File: src/rtl/button_events.sv
// button_events: synchronizes, debounces and classifies push-button activity.
// Every channel runs its own FSM and emits registered one-cycle event pulses.
module button_events #(
    parameter int               N_BTN         = 5,
    parameter int               DEB_CYCLES    = 1_000_000,
    parameter int               LONG_CYCLES   = 100_000_000,
    parameter int               REPEAT_CYCLES = 25_000_000,
    parameter logic [N_BTN-1:0] REPEAT_MASK   = 5'b00100,
    parameter int               CNT_W         = 27
) (
    input  logic             clk,
    input  logic             reset_n,
    input  logic [N_BTN-1:0] btn_raw,
    output logic [N_BTN-1:0] level,
    output logic [N_BTN-1:0] press,
    // release and repeat are reserved words, hence the _pulse suffix
    output logic [N_BTN-1:0] release_pulse,
    output logic [N_BTN-1:0] short_press,
    output logic [N_BTN-1:0] long_press,
    output logic [N_BTN-1:0] repeat_pulse
);

    typedef enum logic [2:0] {
        IDLE,
        DEB_P,
        PRESSED,
        HELD,
        DEB_R
    } state_t;

    localparam logic [CNT_W-1:0] DEB_LAST  = CNT_W'(DEB_CYCLES - 1);
    localparam logic [CNT_W-1:0] LONG_LAST = CNT_W'(LONG_CYCLES - 1);
    localparam logic [CNT_W-1:0] REP_LAST  = CNT_W'(REPEAT_CYCLES - 1);
    localparam logic [CNT_W-1:0] CNT_ONE   = CNT_W'(1);

    logic [N_BTN-1:0] sync1;
    logic [N_BTN-1:0] sync2;

    // two-flop synchronizer on the raw asynchronous button levels
    always_ff @(posedge clk or negedge reset_n) begin
        if (!reset_n) begin
            sync1 <= '0;
            sync2 <= '0;
        end else begin
            sync1 <= btn_raw;
            sync2 <= sync1;
        end
    end

    for (genvar i = 0; i < N_BTN; i++) begin : g_ch
        state_t           state;
        state_t           state_nxt;
        logic [CNT_W-1:0] cnt;
        logic [CNT_W-1:0] cnt_nxt;
        logic [CNT_W-1:0] rcnt;
        logic [CNT_W-1:0] rcnt_nxt;
        logic             long_flag;
        logic             long_flag_nxt;
        logic             s;
        logic             press_q;
        logic             release_q;
        logic             short_q;
        logic             long_q;
        logic             repeat_q;
        logic             press_d;
        logic             release_d;
        logic             short_d;
        logic             long_d;
        logic             repeat_d;

        assign s = sync2[i];

        // channel state, counters and registered event pulses
        always_ff @(posedge clk or negedge reset_n) begin
            if (!reset_n) begin
                state     <= IDLE;
                cnt       <= '0;
                rcnt      <= '0;
                long_flag <= 1'b0;
                press_q   <= 1'b0;
                release_q <= 1'b0;
                short_q   <= 1'b0;
                long_q    <= 1'b0;
                repeat_q  <= 1'b0;
            end else begin
                state     <= state_nxt;
                cnt       <= cnt_nxt;
                rcnt      <= rcnt_nxt;
                long_flag <= long_flag_nxt;
                press_q   <= press_d;
                release_q <= release_d;
                short_q   <= short_d;
                long_q    <= long_d;
                repeat_q  <= repeat_d;
            end
        end

        // next state, counter updates and event decisions
        always_comb begin
            state_nxt     = state;
            cnt_nxt       = cnt;
            rcnt_nxt      = rcnt;
            long_flag_nxt = long_flag;
            press_d       = 1'b0;
            release_d     = 1'b0;
            short_d       = 1'b0;
            long_d        = 1'b0;
            repeat_d      = 1'b0;
            unique case (state)
                IDLE: begin
                    if (s) begin
                        state_nxt = DEB_P;
                        cnt_nxt   = CNT_ONE;
                    end else begin
                        cnt_nxt = '0;
                    end
                end
                DEB_P: begin
                    if (!s) begin
                        state_nxt = IDLE;
                        cnt_nxt   = '0;
                    end else if (cnt >= DEB_LAST) begin
                        state_nxt     = PRESSED;
                        cnt_nxt       = '0;
                        press_d       = 1'b1;
                        long_flag_nxt = 1'b0;
                    end else begin
                        cnt_nxt = cnt + CNT_ONE;
                    end
                end
                PRESSED: begin
                    if (!s) begin
                        state_nxt = DEB_R;
                        rcnt_nxt  = CNT_ONE;
                    end else if (cnt >= LONG_LAST) begin
                        state_nxt     = HELD;
                        cnt_nxt       = '0;
                        long_d        = 1'b1;
                        long_flag_nxt = 1'b1;
                    end else begin
                        cnt_nxt = cnt + CNT_ONE;
                    end
                end
                HELD: begin
                    if (!s) begin
                        state_nxt = DEB_R;
                        rcnt_nxt  = CNT_ONE;
                    end else if (cnt >= REP_LAST) begin
                        cnt_nxt  = '0;
                        repeat_d = REPEAT_MASK[i];
                    end else begin
                        cnt_nxt = cnt + CNT_ONE;
                    end
                end
                DEB_R: begin
                    // hold counter stays frozen so a bounce resumes timing
                    if (s) begin
                        state_nxt = long_flag ? HELD : PRESSED;
                        rcnt_nxt  = '0;
                    end else if (rcnt >= DEB_LAST) begin
                        state_nxt = IDLE;
                        cnt_nxt   = '0;
                        rcnt_nxt  = '0;
                        release_d = 1'b1;
                        short_d   = ~long_flag;
                    end else begin
                        rcnt_nxt = rcnt + CNT_ONE;
                    end
                end
                default: begin
                    state_nxt = IDLE;
                    cnt_nxt   = '0;
                    rcnt_nxt  = '0;
                end
            endcase
        end

        assign level[i]         = (state == PRESSED) ||
                                  (state == HELD) ||
                                  (state == DEB_R);
        assign press[i]         = press_q;
        assign release_pulse[i] = release_q;
        assign short_press[i]   = short_q;
        assign long_press[i]    = long_q;
        assign repeat_pulse[i]  = repeat_q;
    end

endmodule

File: config.mk
export PLATFORM = sky130hd
export DESIGN_NAME = button_events
export DESIGN_NICKNAME = d
export VERILOG_FILES = /design/src/rtl/button_events.sv
export SDC_FILE = /design/constraint.sdc
export NUM_CORES = 1
export LEC_CHECK = 0
export BUFFER_PORTS_ARGS = -buffer_cell sky130_fd_sc_hd__buf_4
export CAP_MARGIN = 20
export CORE_ASPECT_RATIO = 1.75
export CORE_MARGIN = 2
export CORE_UTILIZATION = 38
export CTS_CLUSTER_DIAMETER = 120
export DETAILED_ROUTE_END_ITERATION = 6
export PLACE_DENSITY = 0.58
export SYNTH_ARGS = -nofsm -noshare
export SYNTH_HDL_FRONTEND = slang
export SYNTH_SLANG_ARGS = --single-unit
File: constraint.sdc
create_clock -name clk -period 2.9 [get_ports clk]
set_clock_uncertainty 0.05 [all_clocks]
set_input_delay 0.725 -clock clk [delete_from_list [all_inputs] [get_ports clk]]
set_output_delay 0.725 -clock clk [all_outputs]
set_load 0.02 [all_outputs]
==> results of run 1 <==
-- synth_stat cells (all sizes together) (4+ instances only) --
cell type	number	area share
dfrtp	321	0.45
nand2	232	0.049
nor2	227	0.049
o21ai	220	0.062
nand3	131	0.037
clkbuf	82	0.017
o31ai	71	0.030
nor3	65	0.018
nand4	59	0.021
a21oi	56	0.016
buf	49	0.018
nor4	41	0.016
and2	38	0.013
and3	34	0.012
inv	33	0.0070
nor2b	30	0.011
or3	29	0.010
or4	24	0.011
xor2	24	0.012
a31oi	23	0.0081
a21o	21	0.0089
nand2b	19	0.0067
a22o	17	0.0084
o311ai	17	0.0094
o211ai	16	0.0068
xnor2	16	0.0079
and4	14	0.0069
o41ai	14	0.0078
ha	10	0.0071
o21a	10	0.0042
or2	9	0.0032
a41oi	8	0.0044
nor3b	8	0.0034
a211oi	7	0.0030
nor4b	6	0.0030
o2bb2ai	6	0.0030
nand4b	5	0.0025
o22ai	5	0.0018
a32oi	4	0.0020
o311a	4	0.0023
-- routing by layer --
metal	vias to the layer above	global-route usage	part of all wire
met3	120	0.0232	0.032
met2	291	0.344	0.52
met5	-	0	0
li1	7622	-	-
met4	0	0.0849	0.041
met1	7496	0.209	0.41
-- how the worst min path moves through the flow --
stage	end	slack, ns	cells past startpoint
2_1_floorplan	sync2[0]$_DFF_PN0_	0.28	0
3_3_place_gp	sync2[3]$_DFF_PN0_	0.29	0
3_5_place_dp	sync2[3]$_DFF_PN0_	0.28	0
4_1_cts	g_ch[4].cnt[9]$_DFFE_PN0P_	0.13	1
5_1_grt	g_ch[4].cnt[11]$_DFFE_PN0P_	0.17	1
6_report	g_ch[0].cnt[23]$_DFFE_PN0P_	0.13	1
-- worst max-delay path, delay by kind of cell (launching register included) --
| family | cells | cell delay, ns |
|---|---|---|
| AND/OR/NAND/NOR | 5 | 1.75 |
| flip-flops | 1 | 0.44 |
| AO/OA/AOI/OAI | 2 | 0.28 |
| buffers and inverters | 1 | 0.17 |
-- through the flow --
| step | TNS [ns] | hold WS [ns] | setup WS [ns] | utilization |
|---|---|---|---|---|
| after CTS | 0 | 0.127 | 0.148 | 0.440 |
| after global routing | -0.00952 | 0.165 | -0.00814 | 0.441 |
| after detailed placement | 0 | 0.285 | 0.173 | 0.413 |
| after floorplan | 0 | 0.281 | 0.329 | - |
| final | 0 | 0.134 | 0.135 | 0.441 |
| after global placement | 0 | 0.287 | 0.0893 | 0.413 |
-- power by group through the flow --
stage / registers (W) / clock network (W) / logic (W)
finish: 0.00465 / 0.00480 / 0.00110
global route: 0.00466 / 0.00513 / 0.00123
CTS: 0.00465 / 0.00497 / 0.00112
detailed placement: 0.00473 / 0 / 0.00111
global placement: 0.00472 / 0 / 0.00110
floorplan: 0.00470 / 0 / 0.000685
-- flip-flops by register name (all words and copies together) (netlist names) --
signal	flops
sync2	5
g_ch.long_flag	5
g_ch.release_q	5
g_ch.rcnt	135
g_ch.short_q	5
g_ch.cnt	135
g_ch.state	15
g_ch.long_q	5
g_ch.press_q	5
g_ch.repeat_q	1
sync1	5
-- logic make-up after synthesis --
kind of cell,after synthesis,synth area share
and+or+nand+nor,979,0.277
AOI/OAI and AO/OA,534,0.197
DFF,321,0.454
buffers and inverters,164,0.0427
xor gates and xnor gates,40,0.0198
adders and majority gates,10,0.00708
muxes,2,0.00113
other,1,0.000212
-- cell type report --
cell class / instances / area (sq um)
fill: 4470 / 25700
sequential: 321 / 8030
timing repair buffer: 145 / 1170
clock buffer: 52 / 1090
multi-input combinational: 1569 / 8950
inverter: 33 / 124
tap: 583 / 729
clock inverter: 14 / 163
==> report_table.html, run 1 <==
<table>
<tr><th>Metric</th><th>Value</th></tr>
<tr><th colspan="2">Power and ir drop</th></tr>
<tr><td>Net switching fraction of the power</td><td>0.261</td></tr>
<tr><td>Total power</td><td>0.0106 W</td></tr>
<tr><td>Sequential share of power</td><td>0.440</td></tr>
<tr><td>Part of the total power dissipated in the clock network</td><td>0.455</td></tr>
<tr><td>Worst VDD drop</td><td>0.000582 V</td></tr>
<tr><td>Switch Pwr</td><td>0.00276 W</td></tr>
<tr><td>Logic gate share of total power</td><td>0.105</td></tr>
<tr><td>Internal Pwr Total</td><td>about 0.0078 W</td></tr>
<tr><td>Leakage</td><td>8.56 nW</td></tr>
<tr><td>Total power divided by cell area</td><td>521 mW/mm^2</td></tr>
<tr><th colspan="2">Timing</th></tr>
<tr><td>Setup repair after global routing missed its margin</td><td>true</td></tr>
<tr><td>Peak Freq</td><td>362 MHz</td></tr>
<tr><td>Shortest period the worst path allows</td><td>2.76 ns</td></tr>
<tr><td>Final setup fails</td><td>0</td></tr>
<tr><td>Rel. slew slack</td><td>0.592</td></tr>
<tr><td>Number of pins with negative max-slew slack in the final report</td><td>0</td></tr>
<tr><td>Transition at the pin with the smallest max-transition slack</td><td>0.612 ns</td></tr>
<tr><td>Final Hold Fails</td><td>0</td></tr>
<tr><td>Final critical-path share of the clock period</td><td>0.953</td></tr>
<tr><th colspan="2">Critical path</th></tr>
<tr><td>Reg-to-reg slack, setup</td><td>~0.14 ns</td></tr>
<tr><td>Slowest CP cell</td><td>sky130_fd_sc_hd__or4_1</td></tr>
<tr><td>Maximum single-stage delay on the critical path</td><td>0.54 ns</td></tr>
<tr><td>Worst r2r dst</td><td>g_ch[0].cnt[4]$_DFFE_PN0P_</td></tr>
<tr><td>Critical path startpoint</td><td>g_ch[0].cnt[21]$_DFFE_PN0P_</td></tr>
<tr><td>Crit-path max FO</td><td>6</td></tr>
<tr><td>Sort of element at the start of the critical path</td><td>flop</td></tr>
<tr><td>Capture point of the worst path</td><td>g_ch[0].cnt[4]$_DFFE_PN0P_</td></tr>
<tr><td>Reg-to-reg critical path startpoint</td><td>g_ch[0].cnt[21]$_DFFE_PN0P_</td></tr>
<tr><td>Req. time, crit path</td><td>3.29 ns</td></tr>
<tr><td>CP Cell Sequence</td><td>or4_1 -&gt; nor4_1 -&gt; o31ai_1 -&gt; nor4_1 -&gt; nor4_2 -&gt; buf_4 -&gt; or4_1 -&gt; o211ai_1</td></tr>
<tr><td>Arr. time, crit path</td><td>3.16 ns</td></tr>
<tr><td>Worst reg-to-reg path cell count</td><td>8</td></tr>
<tr><td>Worst Setup Path Type</td><td>reg -&gt; reg</td></tr>
<tr><td>Crit end category</td><td>flop</td></tr>
<tr><th colspan="2">CTS</th></tr>
<tr><td>Clock network latency to the later pin of the worst-skew pair</td><td>0.54 ns</td></tr>
<tr><td>Post-CTS setup-driven buffer insertion count</td><td>0</td></tr>
<tr><td>Total CTS buffers</td><td>36</td></tr>
<tr><td>Hold buffer count at CTS</td><td>0</td></tr>
<tr><td>CTS-repair resized insts</td><td>0</td></tr>
<tr><td>CTS H-tree lvls</td><td>2</td></tr>
<tr><td>Master cell of the clock root buffer</td><td>sky130_fd_sc_hd__clkbuf_16</td></tr>
<tr><td>Number of sinks handled by clock tree synthesis</td><td>321</td></tr>
<tr><td>Largest buffer count on any clock path</td><td>3</td></tr>
<tr><td>Clock tree from TritonCTS</td><td>yes</td></tr>
<tr><td>Clock transition time at the flip-flop clock pins of the worst setup and hold paths</td><td>0.07 ns</td></tr>
<tr><th colspan="2">Die</th></tr>
<tr><td>Vertical extent of the die</td><td>289 um</td></tr>
<tr><td>Num ports</td><td>37</td></tr>
<tr><td>Die footprint</td><td>0.0483 sq mm</td></tr>
<tr><td>Number of rows created at floorplan</td><td>104</td></tr>
<tr><td>Core footprint</td><td>0.0459 sq mm</td></tr>
<tr><td>Initial cell density of the core</td><td>0.385</td></tr>
<tr><td>Chip width</td><td>around 170 um</td></tr>
<tr><th colspan="2">Global route</th></tr>
<tr><td>Antenna violations before repair</td><td>0</td></tr>
<tr><td>Pin count of the biggest net entering global routing</td><td>71</td></tr>
<tr><td>Vias in the first global route</td><td>15.8k</td></tr>
<tr><td>Overall Global Routing Usage</td><td>0.184</td></tr>
<tr><td>First-pass GRT wire length</td><td>roughly 76000 um</td></tr>
<tr><td>Residual overflow from global routing</td><td>0</td></tr>
<tr><th colspan="2">Routing</th></tr>
<tr><td>Detailed-route vias per instance</td><td>5.72</td></tr>
<tr><td>Total via count after detailed routing</td><td>15.5k</td></tr>
<tr><td>First-pass detailed-route iteration total</td><td>6</td></tr>
<tr><td>Routed WL</td><td>44100 um</td></tr>
<tr><td>Final routed DRC violation total</td><td>0</td></tr>
<tr><td>Number of nets still failing antenna checks after routing</td><td>0</td></tr>
<tr><td>WL/cell</td><td>16.2 um</td></tr>
<tr><td>Detailed Route Iter0 Violations</td><td>972</td></tr>
<tr><th colspan="2">Place</th></tr>
<tr><td>Final HPWL from detailed placement</td><td>31100 um</td></tr>
<tr><td>Cell total after placement</td><td>2651</td></tr>
<tr><td>Placed instance area</td><td>0.0190 sq mm</td></tr>
<tr><td>Routability-driven placement congestion ratio</td><td>roughly 0.85</td></tr>
<tr><td>Quantity of I/O buffers inserted on ports</td><td>32</td></tr>
<tr><th colspan="2">Synthesis</th></tr>
<tr><td>Mapped Cells</td><td>2051</td></tr>
<tr><td>Avg Inst Size Synth</td><td>8.62 sq um</td></tr>
<tr><td>Total of warnings raised by yosys</td><td>0</td></tr>
<tr><td>Most used flip-flop cell after synthesis</td><td>sky130_fd_sc_hd__dfrtp_1</td></tr>
<tr><td>Number of enable flip-flop cells after synthesis</td><td>0</td></tr>
<tr><td>Synth cell types</td><td>86</td></tr>
<tr><td>Register bit count reported by yosys</td><td>between 300 and 400</td></tr>
<tr><td>Share of the yosys chip area belonging to registers</td><td>0.454</td></tr>
<tr><td>Share of flip-flops with an asynchronous set or reset after synthesis</td><td>1.00</td></tr>
<tr><td>Mapped cell area</td><td>0.0177 sq mm</td></tr>
<tr><th colspan="2">Cells and area</th></tr>
<tr><td>Most frequent standard cell in the layout excluding fill and tap cells</td><td>sky130_fd_sc_hd__dfrtp_1</td></tr>
<tr><td>Final standard cell area without fillers</td><td>roughly 0.02 sq mm</td></tr>
<tr><td>Leading cell types in the layout, fill and taps excluded</td><td>sky130_fd_sc_hd__dfrtp_1 (321), sky130_fd_sc_hd__nand2_1 (232), sky130_fd_sc_hd__nor2_1 (223), sky130_fd_sc_hd__o21ai_0 (211), sky130_fd_sc_hd__buf_4 (138)</td></tr>
<tr><td>Antenna diodes</td><td>0</td></tr>
<tr><td>Count of placed standard cells in the final layout, fillers left out</td><td>2717</td></tr>
<tr><td>Final net count</td><td>between 2k and 2.5k</td></tr>
<tr><td>Area overhead of the layout relative to synthesis</td><td>14.6%</td></tr>
<tr><td>Fraction of layout instances using a drive strength above 1</td><td>0.116</td></tr>
<tr><th colspan="2">Run</th></tr>
<tr><td>Reported max-cap violation count</td><td>0</td></tr>
<tr><th colspan="2">Min path</th></tr>
<tr><td>Min-delay worst type</td><td>in -&gt; async</td></tr>
<tr><th colspan="2">Status</th></tr>
<tr><td>Status</td><td>completed</td></tr>
</table>
Note: power is estimated with default switching activity, not from simulation.
==> run 2: changes to the inputs <==
CTS_BUF_LIST = sky130_fd_sc_hd__clkbuf_8   (was default)
==> run 2 against run 1 <==
Compared with the run above:
- worst hold slack got worse by 0.080 ns
- maximum frequency up 0.11%
- first-iteration DRC count grew 2.2%
- cell count up 1.1%
- global-route usage grew 0.11 points
- combinational power about the same
- clock-buffer cell count up 17
- via count rose by 1.0%
==> report_table.html, run 2 (synthesized netlist as in run 1, its figures left out) <==
<table>
<tr><th>Metric</th><th>Value</th></tr>
<tr><th colspan="2">Cells and area</th></tr>
<tr><td>Most frequent standard cell in the layout excluding fill and tap cells</td><td>sky130_fd_sc_hd__dfrtp_1</td></tr>
<tr><td>Area overhead of the layout relative to synthesis</td><td>14.9%</td></tr>
<tr><td>Leading cell types in the layout, fill and taps excluded</td><td>sky130_fd_sc_hd__dfrtp_1 (321), sky130_fd_sc_hd__nand2_1 (232), sky130_fd_sc_hd__nor2_1 (223), sky130_fd_sc_hd__o21ai_0 (211), sky130_fd_sc_hd__buf_4 (138)</td></tr>
<tr><td>Registers with the highest flip-flop counts</td><td>g_ch.cnt: 135 flops, g_ch.rcnt: 135 flops, g_ch.state: 15 flops</td></tr>
<tr><td>Fraction of layout instances using a drive strength above 1</td><td>0.127 (+0.0113)</td></tr>
<tr><td>Final net count</td><td>2140 (+0.80%)</td></tr>
<tr><td>Post-Route Utilization</td><td>0.442 (+0.00123)</td></tr>
<tr><th colspan="2">Global route</th></tr>
<tr><td>Antenna violations before repair</td><td>1 (+1)</td></tr>
<tr><td>Vias in the first global route</td><td>16.0k (+0.95%)</td></tr>
<tr><td>Residual overflow from global routing</td><td>0 (unchanged)</td></tr>
<tr><td>First-pass GRT wire length</td><td>76400 um (+0.63%)</td></tr>
<tr><td>Overall Global Routing Usage</td><td>0.186 (+0.00109)</td></tr>
<tr><td>Pin count of the biggest net entering global routing</td><td>71 (unchanged)</td></tr>
<tr><th colspan="2">Timing</th></tr>
<tr><td>Minimum hold slack</td><td>0.0540 ns (-0.0796 ns)</td></tr>
<tr><td>Sum Neg Setup Slack</td><td>0 ns (unchanged)</td></tr>
<tr><td>Number of pins with negative max-slew slack in the final report</td><td>0 (unchanged)</td></tr>
<tr><td>Setup repair after global routing missed its margin</td><td>false</td></tr>
<tr><td>Transition at the pin with the smallest max-transition slack</td><td>0.607 ns (-0.00495 ns)</td></tr>
<tr><td>Final setup fails</td><td>0 (unchanged)</td></tr>
<tr><td>Worst setup slack after layout</td><td>0.138 ns (+0.00292 ns)</td></tr>
<tr><td>Rel. slew slack</td><td>0.595 (+0.00330)</td></tr>
<tr><td>Final Hold Fails</td><td>0 (unchanged)</td></tr>
<tr><td>Shortest period the worst path allows</td><td>2.76 ns (-0.00292 ns)</td></tr>
<tr><td>Peak Freq</td><td>362 MHz (+0.11%)</td></tr>
<tr><td>Final critical-path share of the clock period</td><td>0.952 (-0.00101)</td></tr>
<tr><th colspan="2">Routing</th></tr>
<tr><td>Number of nets still failing antenna checks after routing</td><td>0 (unchanged)</td></tr>
<tr><td>First-pass detailed-route iteration total</td><td>5 (-1)</td></tr>
<tr><td>WL/cell</td><td>16.2 um (-0.34%)</td></tr>
<tr><td>Detailed Route Iter0 Violations</td><td>993 (+2.2%)</td></tr>
<tr><td>Routed WL</td><td>44400 um (+0.80%)</td></tr>
<tr><td>Detailed-route vias per instance</td><td>5.71 (-0.14%)</td></tr>
<tr><td>Total via count after detailed routing</td><td>15.7k (+1.0%)</td></tr>
<tr><td>Final routed DRC violation total</td><td>0 (unchanged)</td></tr>
<tr><th colspan="2">Run</th></tr>
<tr><td>Reported max-cap violation count</td><td>0 (unchanged)</td></tr>
<tr><th colspan="2">Die</th></tr>
<tr><td>Chip width</td><td>167 um (unchanged)</td></tr>
<tr><td>Num ports</td><td>37 (unchanged)</td></tr>
<tr><td>Initial cell density of the core</td><td>0.385 (unchanged)</td></tr>
<tr><td>Core footprint</td><td>0.0459 sq mm (unchanged)</td></tr>
<tr><td>Number of rows created at floorplan</td><td>104 (unchanged)</td></tr>
<tr><td>Die footprint</td><td>0.0483 sq mm (unchanged)</td></tr>
<tr><td>Vertical extent of the die</td><td>289 um (unchanged)</td></tr>
<tr><th colspan="2">Power and ir drop</th></tr>
<tr><td>Switch Pwr</td><td>0.00279 W (+1.1%)</td></tr>
<tr><td>Total power divided by cell area</td><td>519 mW/mm^2 (-0.38%)</td></tr>
<tr><td>Sequential share of power</td><td>0.441 (about the same)</td></tr>
<tr><td>Worst VDD drop</td><td>0.000316 V (-46%)</td></tr>
<tr><td>Logic gate share of total power</td><td>0.105 (about the same)</td></tr>
<tr><td>Part of the total power dissipated in the clock network</td><td>0.454 (about the same)</td></tr>
<tr><td>Leakage</td><td>8.63 nW (+0.72%)</td></tr>
<tr><td>Internal Pwr Total</td><td>0.00776 W (-0.53%)</td></tr>
<tr><td>Total power</td><td>0.0105 W (-0.10%)</td></tr>
<tr><td>Net switching fraction of the power</td><td>0.264 (+0.00316)</td></tr>
<tr><th colspan="2">Critical path</th></tr>
<tr><td>Reg-to-reg slack, setup</td><td>0.14 ns (about the same)</td></tr>
<tr><td>Dominant delay contributor by cell family on the critical path</td><td>simple AND/OR/NAND/NOR gates</td></tr>
<tr><td>Worst Setup Path Type</td><td>reg -&gt; reg</td></tr>
<tr><td>Req. time, crit path</td><td>3.38 ns (+0.09 ns)</td></tr>
<tr><td>Crit end category</td><td>flop</td></tr>
<tr><td>Worst r2r dst</td><td>g_ch[2].cnt[16]$_DFFE_PN0P_</td></tr>
<tr><td>Slowest CP cell</td><td>sky130_fd_sc_hd__or4_4</td></tr>
<tr><td>Sort of element at the start of the critical path</td><td>flop</td></tr>
<tr><td>Maximum single-stage delay on the critical path</td><td>0.56 ns (+0.02 ns)</td></tr>
<tr><td>Reg-to-reg critical path startpoint</td><td>g_ch[2].rcnt[13]$_DFFE_PN0P_</td></tr>
<tr><td>Arr. time, crit path</td><td>3.24 ns (+0.08 ns)</td></tr>
<tr><td>CP Cell Sequence</td><td>or4_4 -&gt; nor4_2 -&gt; nand4_1 -&gt; o2111ai_4 -&gt; a21oi_4 -&gt; or2_0 -&gt; buf_4 -&gt; or4_1 -&gt; o21ai_0</td></tr>
<tr><td>Crit-path max FO</td><td>7 (+1)</td></tr>
<tr><td>Worst reg-to-reg path cell count</td><td>9 (+1)</td></tr>
<tr><td>Buffer and inverter count on the worst path</td><td>1 (unchanged)</td></tr>
<tr><th colspan="2">CTS</th></tr>
<tr><td>CTS H-tree lvls</td><td>2 (unchanged)</td></tr>
<tr><td>Hold buffer count at CTS</td><td>0 (unchanged)</td></tr>
<tr><td>Master cell of the clock root buffer</td><td>sky130_fd_sc_hd__clkbuf_8</td></tr>
<tr><td>Post-CTS setup-driven buffer insertion count</td><td>0 (unchanged)</td></tr>
<tr><td>Total CTS buffers</td><td>53 (+47%)</td></tr>
<tr><td>Clock network latency to the later pin of the worst-skew pair</td><td>0.61 ns (+0.07 ns)</td></tr>
<tr><td>Clock transition time at the flip-flop clock pins of the worst setup and hold paths</td><td>0.07 ns (about the same)</td></tr>
<tr><td>Clock tree from TritonCTS</td><td>yes</td></tr>
<tr><td>Number of sinks handled by clock tree synthesis</td><td>321 (unchanged)</td></tr>
<tr><td>CTS-repair resized insts</td><td>0 (unchanged)</td></tr>
<tr><td>Largest buffer count on any clock path</td><td>3 (unchanged)</td></tr>
<tr><th colspan="2">Place</th></tr>
<tr><td>Post-placement worst setup slack</td><td>0.173 ns (unchanged)</td></tr>
<tr><td>Quantity of I/O buffers inserted on ports</td><td>32 (unchanged)</td></tr>
<tr><td>Final HPWL from detailed placement</td><td>31100 um (unchanged)</td></tr>
<tr><td>Routability-driven placement congestion ratio</td><td>0.853 (unchanged)</td></tr>
<tr><th colspan="2">Status</th></tr>
<tr><td>Status</td><td>completed</td></tr>
<tr><th colspan="2">Min path</th></tr>
<tr><td>Min-delay worst type</td><td>in -&gt; async</td></tr>
</table>
==> run 2: cell types whose count changed in the layout (fill, tap and decap cells not counted), moves of 2 or more <==
| cell | change |
|---|---|
| sky130_fd_sc_hd__clkbuf_16 | -37 |
| sky130_fd_sc_hd__clkbuf_8 | +58 |
| sky130_fd_sc_hd__inv_6 | -2 |
| sky130_fd_sc_hd__bufinv_16 | +5 |
| sky130_fd_sc_hd__clkbuf_1 | -4 |
| sky130_fd_sc_hd__clkinvlp_4 | +3 |
| sky130_fd_sc_hd__inv_1 | +7 |
==> run 2: layout make-up <==
type	instances	area, sq um
Sequential cell	321	8030
Fill cell	4497	25600
Antenna cell	1	2.50
Clock buffer	69	950
Tap cell	583	729
Inverter	33	124
Clock inverter	27	344
Multi-Input combinational cell	1569	8960
Timing Repair Buffer	145	1170
==> run 2: worst reg2reg max path: stages, from the launching register on <==
cell                        delay [ns]
sky130_fd_sc_hd__dfrtp_1          0.41
sky130_fd_sc_hd__or4_4            0.56
sky130_fd_sc_hd__nor4_2           0.23
sky130_fd_sc_hd__nand4_1          0.17
sky130_fd_sc_hd__o2111ai_4        0.15
sky130_fd_sc_hd__a21oi_4          0.09
sky130_fd_sc_hd__or2_0            0.26
sky130_fd_sc_hd__buf_4            0.19
sky130_fd_sc_hd__or4_1            0.49
sky130_fd_sc_hd__o21ai_0          0.09
==> run 2: per-stage QoR <==
step / cell area, sq um / instances
6_report: 20300 / 2748
5_1_grt: 20300 / 2748
4_1_cts: 20300 / 2747
3_5_place_dp: 19000 / 2651
3_3_place_gp: 19000 / 2650
2_1_floorplan: 17700 / 2054
==> run 2: power groups by stage <==
stage	Combinational, W	Clock [W]	Sequential (W)
after global placement	0.00110	0	0.00472
after global routing	0.00123	0.00516	0.00466
after CTS	0.00112	0.00499	0.00465
after floorplan	0.000685	0	0.00470
final	0.00111	0.00479	0.00465
after detailed placement	0.00111	0	0.00473
==> run 2: worst max path at each step <==
stage                                       from                           end  slack [ns]  cells past startpoint
detailed placement    g_ch[1].cnt[7]$_DFFE_PN0P_    g_ch[1].cnt[8]$_DFFE_PN0P_        0.17                      8
global route        g_ch[2].rcnt[13]$_DFFE_PN0P_   g_ch[2].cnt[18]$_DFFE_PN0P_       0.003                      9
finish              g_ch[2].rcnt[13]$_DFFE_PN0P_   g_ch[2].cnt[16]$_DFFE_PN0P_        0.14                      9
floorplan            g_ch[1].rcnt[0]$_DFFE_PN0P_  g_ch[1].rcnt[26]$_DFFE_PN0P_        0.33                      9
global placement     g_ch[1].rcnt[0]$_DFFE_PN0P_  g_ch[1].rcnt[26]$_DFFE_PN0P_        0.09                      8
CTS                 g_ch[3].state[1]$_DFFE_PN0P_                      level[3]        0.13                      3
==> run 2: metal layers <==
layer | GRT usage | wire, um | part of all wire | vias to the layer above
met3 | 0.0257 | 1480 | 0.033 | 135
met5 | 0 | 0 | 0 | -
met2 | 0.343 | 22900 | 0.52 | 307
met1 | 0.208 | 18100 | 0.41 | 7590
met4 | 0.0927 | 1940 | 0.044 | 0
li1 | - | - | - | 7652
==> run 3: changes to the inputs <==
clock period = 3.1 ns   (was 2.9 ns; I/O delays follow)
==> run 3 against run 2 <==
Compared with the run above:
- die area is the same
- sequential share of layout area up 0.90 points
- sequential cell count is the same
- via count shrank 0.70%
- global-route usage down 0.091 points
- utilization shrank 0.99 points
- combinational power shrank 11%
==> report_table.html, run 3 (synthesized netlist as in run 1, its figures left out) <==
<table>
<tr><th>Metric</th><th>Value</th></tr>
<tr><th colspan="2">CTS</th></tr>
<tr><td>CTS H-tree lvls</td><td>2 (unchanged)</td></tr>
<tr><td>Total CTS buffers</td><td>51 (-3.8%)</td></tr>
<tr><td>Clock tree from TritonCTS</td><td>yes</td></tr>
<tr><td>Clock network latency to the later pin of the worst-skew pair</td><td>0.60 ns (about the same)</td></tr>
<tr><td>Master cell of the clock root buffer</td><td>sky130_fd_sc_hd__clkbuf_8</td></tr>
<tr><td>Clock transition time at the flip-flop clock pins of the worst setup and hold paths</td><td>0.06 ns (about the same)</td></tr>
<tr><td>Largest buffer count on any clock path</td><td>3 (unchanged)</td></tr>
<tr><td>Number of sinks handled by clock tree synthesis</td><td>321 (unchanged)</td></tr>
<tr><th colspan="2">Critical path</th></tr>
<tr><td>Crit end category</td><td>flop</td></tr>
<tr><td>Maximum single-stage delay on the critical path</td><td>0.55 ns (about the same)</td></tr>
<tr><td>Req. time, crit path</td><td>3.57 ns (+0.19 ns)</td></tr>
<tr><td>CP Cell Sequence</td><td>or4_4 -&gt; nor4_2 -&gt; nand4_1 -&gt; o2111ai_2 -&gt; a21oi_4 -&gt; or2_1 -&gt; buf_4 -&gt; or4_1 -&gt; o21ai_0</td></tr>
<tr><td>Slowest CP cell</td><td>sky130_fd_sc_hd__or4_4</td></tr>
<tr><td>Worst Setup Path Type</td><td>reg -&gt; reg</td></tr>
<tr><td>Arr. time, crit path</td><td>3.33 ns (+0.09 ns)</td></tr>
<tr><td>Crit-path max FO</td><td>7 (unchanged)</td></tr>
<tr><td>Reg-to-reg slack, setup</td><td>0.24 ns (+0.10 ns)</td></tr>
<tr><td>Sort of element at the start of the critical path</td><td>flop</td></tr>
<tr><th colspan="2">Routing</th></tr>
<tr><td>WL/cell</td><td>16.5 um (+2.2%)</td></tr>
<tr><td>Detailed-route vias per instance</td><td>5.76 (+0.84%)</td></tr>
<tr><td>Final routed DRC violation total</td><td>0 (unchanged)</td></tr>
<tr><td>First-pass detailed-route iteration total</td><td>7 (+2)</td></tr>
<tr><td>Number of nets still failing antenna checks after routing</td><td>0 (unchanged)</td></tr>
<tr><td>Total via count after detailed routing</td><td>15.6k (-0.70%)</td></tr>
<tr><td>Routed WL</td><td>44700 um (+0.68%)</td></tr>
<tr><td>Detailed Route Iter0 Violations</td><td>794 (-20%)</td></tr>
<tr><th colspan="2">Timing</th></tr>
<tr><td>Transition at the pin with the smallest max-transition slack</td><td>0.844 ns (+0.236 ns)</td></tr>
<tr><td>Sum Neg Setup Slack</td><td>0 ns (unchanged)</td></tr>
<tr><td>Worst setup slack after layout</td><td>0.236 ns (+0.0977 ns)</td></tr>
<tr><td>Rel. slew slack</td><td>0.436 (-0.159)</td></tr>
<tr><td>Peak Freq</td><td>349 MHz (-3.6%)</td></tr>
<tr><td>Shortest period the worst path allows</td><td>2.86 ns (+0.102 ns)</td></tr>
<tr><td>Final setup fails</td><td>0 (unchanged)</td></tr>
<tr><td>Final Hold Fails</td><td>0 (unchanged)</td></tr>
<tr><td>Setup repair after global routing missed its margin</td><td>true</td></tr>
<tr><td>Final critical-path share of the clock period</td><td>0.924 (-0.0284)</td></tr>
<tr><td>Number of pins with negative max-slew slack in the final report</td><td>0 (unchanged)</td></tr>
<tr><th colspan="2">Global route</th></tr>
<tr><td>Residual overflow from global routing</td><td>0 (unchanged)</td></tr>
<tr><td>Antenna violations before repair</td><td>1 (unchanged)</td></tr>
<tr><td>First-pass GRT wire length</td><td>75800 um (-0.75%)</td></tr>
<tr><td>Overall Global Routing Usage</td><td>0.185 (-0.000911)</td></tr>
<tr><td>Pin count of the biggest net entering global routing</td><td>76 (+7.0%)</td></tr>
<tr><td>Vias in the first global route</td><td>15.5k (-2.8%)</td></tr>
<tr><th colspan="2">Min path</th></tr>
<tr><td>Min-delay worst type</td><td>in -&gt; async</td></tr>
<tr><th colspan="2">Power and ir drop</th></tr>
<tr><td>Logic gate share of total power</td><td>0.103 (-0.002)</td></tr>
<tr><td>Total power divided by cell area</td><td>480 mW/mm^2 (-7.5%)</td></tr>
<tr><td>Net switching fraction of the power</td><td>0.269 (+0.00418)</td></tr>
<tr><td>Switch Pwr</td><td>0.00256 W (-8.2%)</td></tr>
<tr><td>Part of the total power dissipated in the clock network</td><td>0.439 (-0.015)</td></tr>
<tr><td>Worst VDD drop</td><td>0.000325 V (+2.9%)</td></tr>
<tr><td>Leakage</td><td>8.40 nW (-2.6%)</td></tr>
<tr><td>Internal Pwr Total</td><td>0.00697 W (-10%)</td></tr>
<tr><td>Sequential share of power</td><td>0.457 (+0.016)</td></tr>
<tr><td>Total power</td><td>0.00953 W (-9.6%)</td></tr>
<tr><th colspan="2">Cells and area</th></tr>
<tr><td>Registers with the highest flip-flop counts</td><td>g_ch.cnt: 135 flops, g_ch.rcnt: 135 flops, g_ch.state: 15 flops</td></tr>
<tr><td>Area overhead of the layout relative to synthesis</td><td>12.3%</td></tr>
<tr><td>Fraction of layout instances using a drive strength above 1</td><td>0.108 (-0.0192)</td></tr>
<tr><td>Leading cell types in the layout, fill and taps excluded</td><td>sky130_fd_sc_hd__dfrtp_1 (321), sky130_fd_sc_hd__nand2_1 (232), sky130_fd_sc_hd__nor2_1 (223), sky130_fd_sc_hd__o21ai_0 (211), sky130_fd_sc_hd__nand3_1 (130)</td></tr>
<tr><td>Final standard cell area without fillers</td><td>0.0199 sq mm (-2.2%)</td></tr>
<tr><td>Most frequent standard cell in the layout excluding fill and tap cells</td><td>sky130_fd_sc_hd__dfrtp_1</td></tr>
<tr><td>Final net count</td><td>2102 (-1.8%)</td></tr>
<tr><th colspan="2">Status</th></tr>
<tr><td>Status</td><td>completed</td></tr>
<tr><th colspan="2">Die</th></tr>
<tr><td>Core footprint</td><td>0.0459 sq mm (unchanged)</td></tr>
<tr><td>Number of rows created at floorplan</td><td>104 (unchanged)</td></tr>
<tr><td>Initial cell density of the core</td><td>0.385 (unchanged)</td></tr>
<tr><td>Chip width</td><td>167 um (unchanged)</td></tr>
<tr><td>Vertical extent of the die</td><td>289 um (unchanged)</td></tr>
<tr><td>Die footprint</td><td>0.0483 sq mm (unchanged)</td></tr>
<tr><td>Num ports</td><td>37 (unchanged)</td></tr>
<tr><th colspan="2">Place</th></tr>
<tr><td>Routability-driven placement congestion ratio</td><td>0.911 (+6.7%)</td></tr>
<tr><td>Placed instance area</td><td>0.0187 sq mm (-1.7%)</td></tr>
<tr><td>Post-placement worst setup slack</td><td>0.118 ns (-0.0554 ns)</td></tr>
<tr><td>Final HPWL from detailed placement</td><td>31300 um (+0.57%)</td></tr>
<tr><td>Quantity of I/O buffers inserted on ports</td><td>32 (unchanged)</td></tr>
<tr><th colspan="2">Run</th></tr>
<tr><td>Reported max-cap violation count</td><td>0 (unchanged)</td></tr>
</table>
==> run 3: final timing paths <==
kind,start,end,depth (start not counted)
max in group asynchronous,reset_n,g_ch[1].rcnt[7]$_DFFE_PN0P_,2
worst min-delay path,reset_n,g_ch[0].press_q$_DFF_PN0_,1
worst min register to register,sync1[4]$_DFF_PN0_,sync2[4]$_DFF_PN0_,0
worst max register to register,g_ch[2].rcnt[12]$_DFFE_PN0P_,g_ch[2].cnt[16]$_DFFE_PN0P_,9
min in group clk,btn_raw[3],sync1[3]$_DFF_PN0_,1
worst max-delay path,g_ch[2].rcnt[12]$_DFFE_PN0P_,g_ch[2].cnt[16]$_DFFE_PN0P_,9
==> run 3: critical path: cells and delay by family (launching register included) <==
family	cells	cell delay [ns]
AO/OA/AOI/OAI	3	0.38
flip-flops	1	0.44
AND/OR/NAND/NOR	5	1.71
buffers and inverters	1	0.18
==> run 3: per-layer routing <==
layer	vias to the layer above	routed length, um	global-route usage
met5	-	0	0
met2	307	23400	0.345
met3	111	1500	0.0254
met4	0	1750	0.0866
met1	7574	18100	0.206
li1	7582	-	-
==> run 3: stage by stage <==
stage | hold WS, ns | util | instances
2_1_floorplan | 0.281 | - | 2054
6_report | 0.0624 | 0.432 | 2706
3_5_place_dp | 0.286 | 0.406 | 2612
5_1_grt | 0.0775 | 0.432 | 2706
3_3_place_gp | 0.287 | 0.406 | 2611
4_1_cts | 0.0525 | 0.432 | 2702
==> run 3: what timing repair did <==
item	4_1_cts	5_1_grt
hold buffers	0	0
gates resized for setup	0	6
endpoints found under the setup margin	0	25
buffers inserted	0	3
==> run 3: layout make-up <==
type,instances,area (sq um)
sequential,321,8030
clock buffer,63,867
fill,4540,26100
multi-input combinational,1569,8930
antenna,1,2.50
tap,583,729
clock inverter,27,303
timing repair buffer,109,876
inverter,33,124
==> run 3: power by group through the flow <==
stage	clock network (W)	registers, W	logic, W
final	0.00419	0.00436	0.000987
after global routing	0.00452	0.00437	0.00111
after CTS	0.00435	0.00436	0.00100
after detailed placement	0	0.00444	0.00100
after global placement	0	0.00443	0.000981
after floorplan	0	0.00439	0.000641
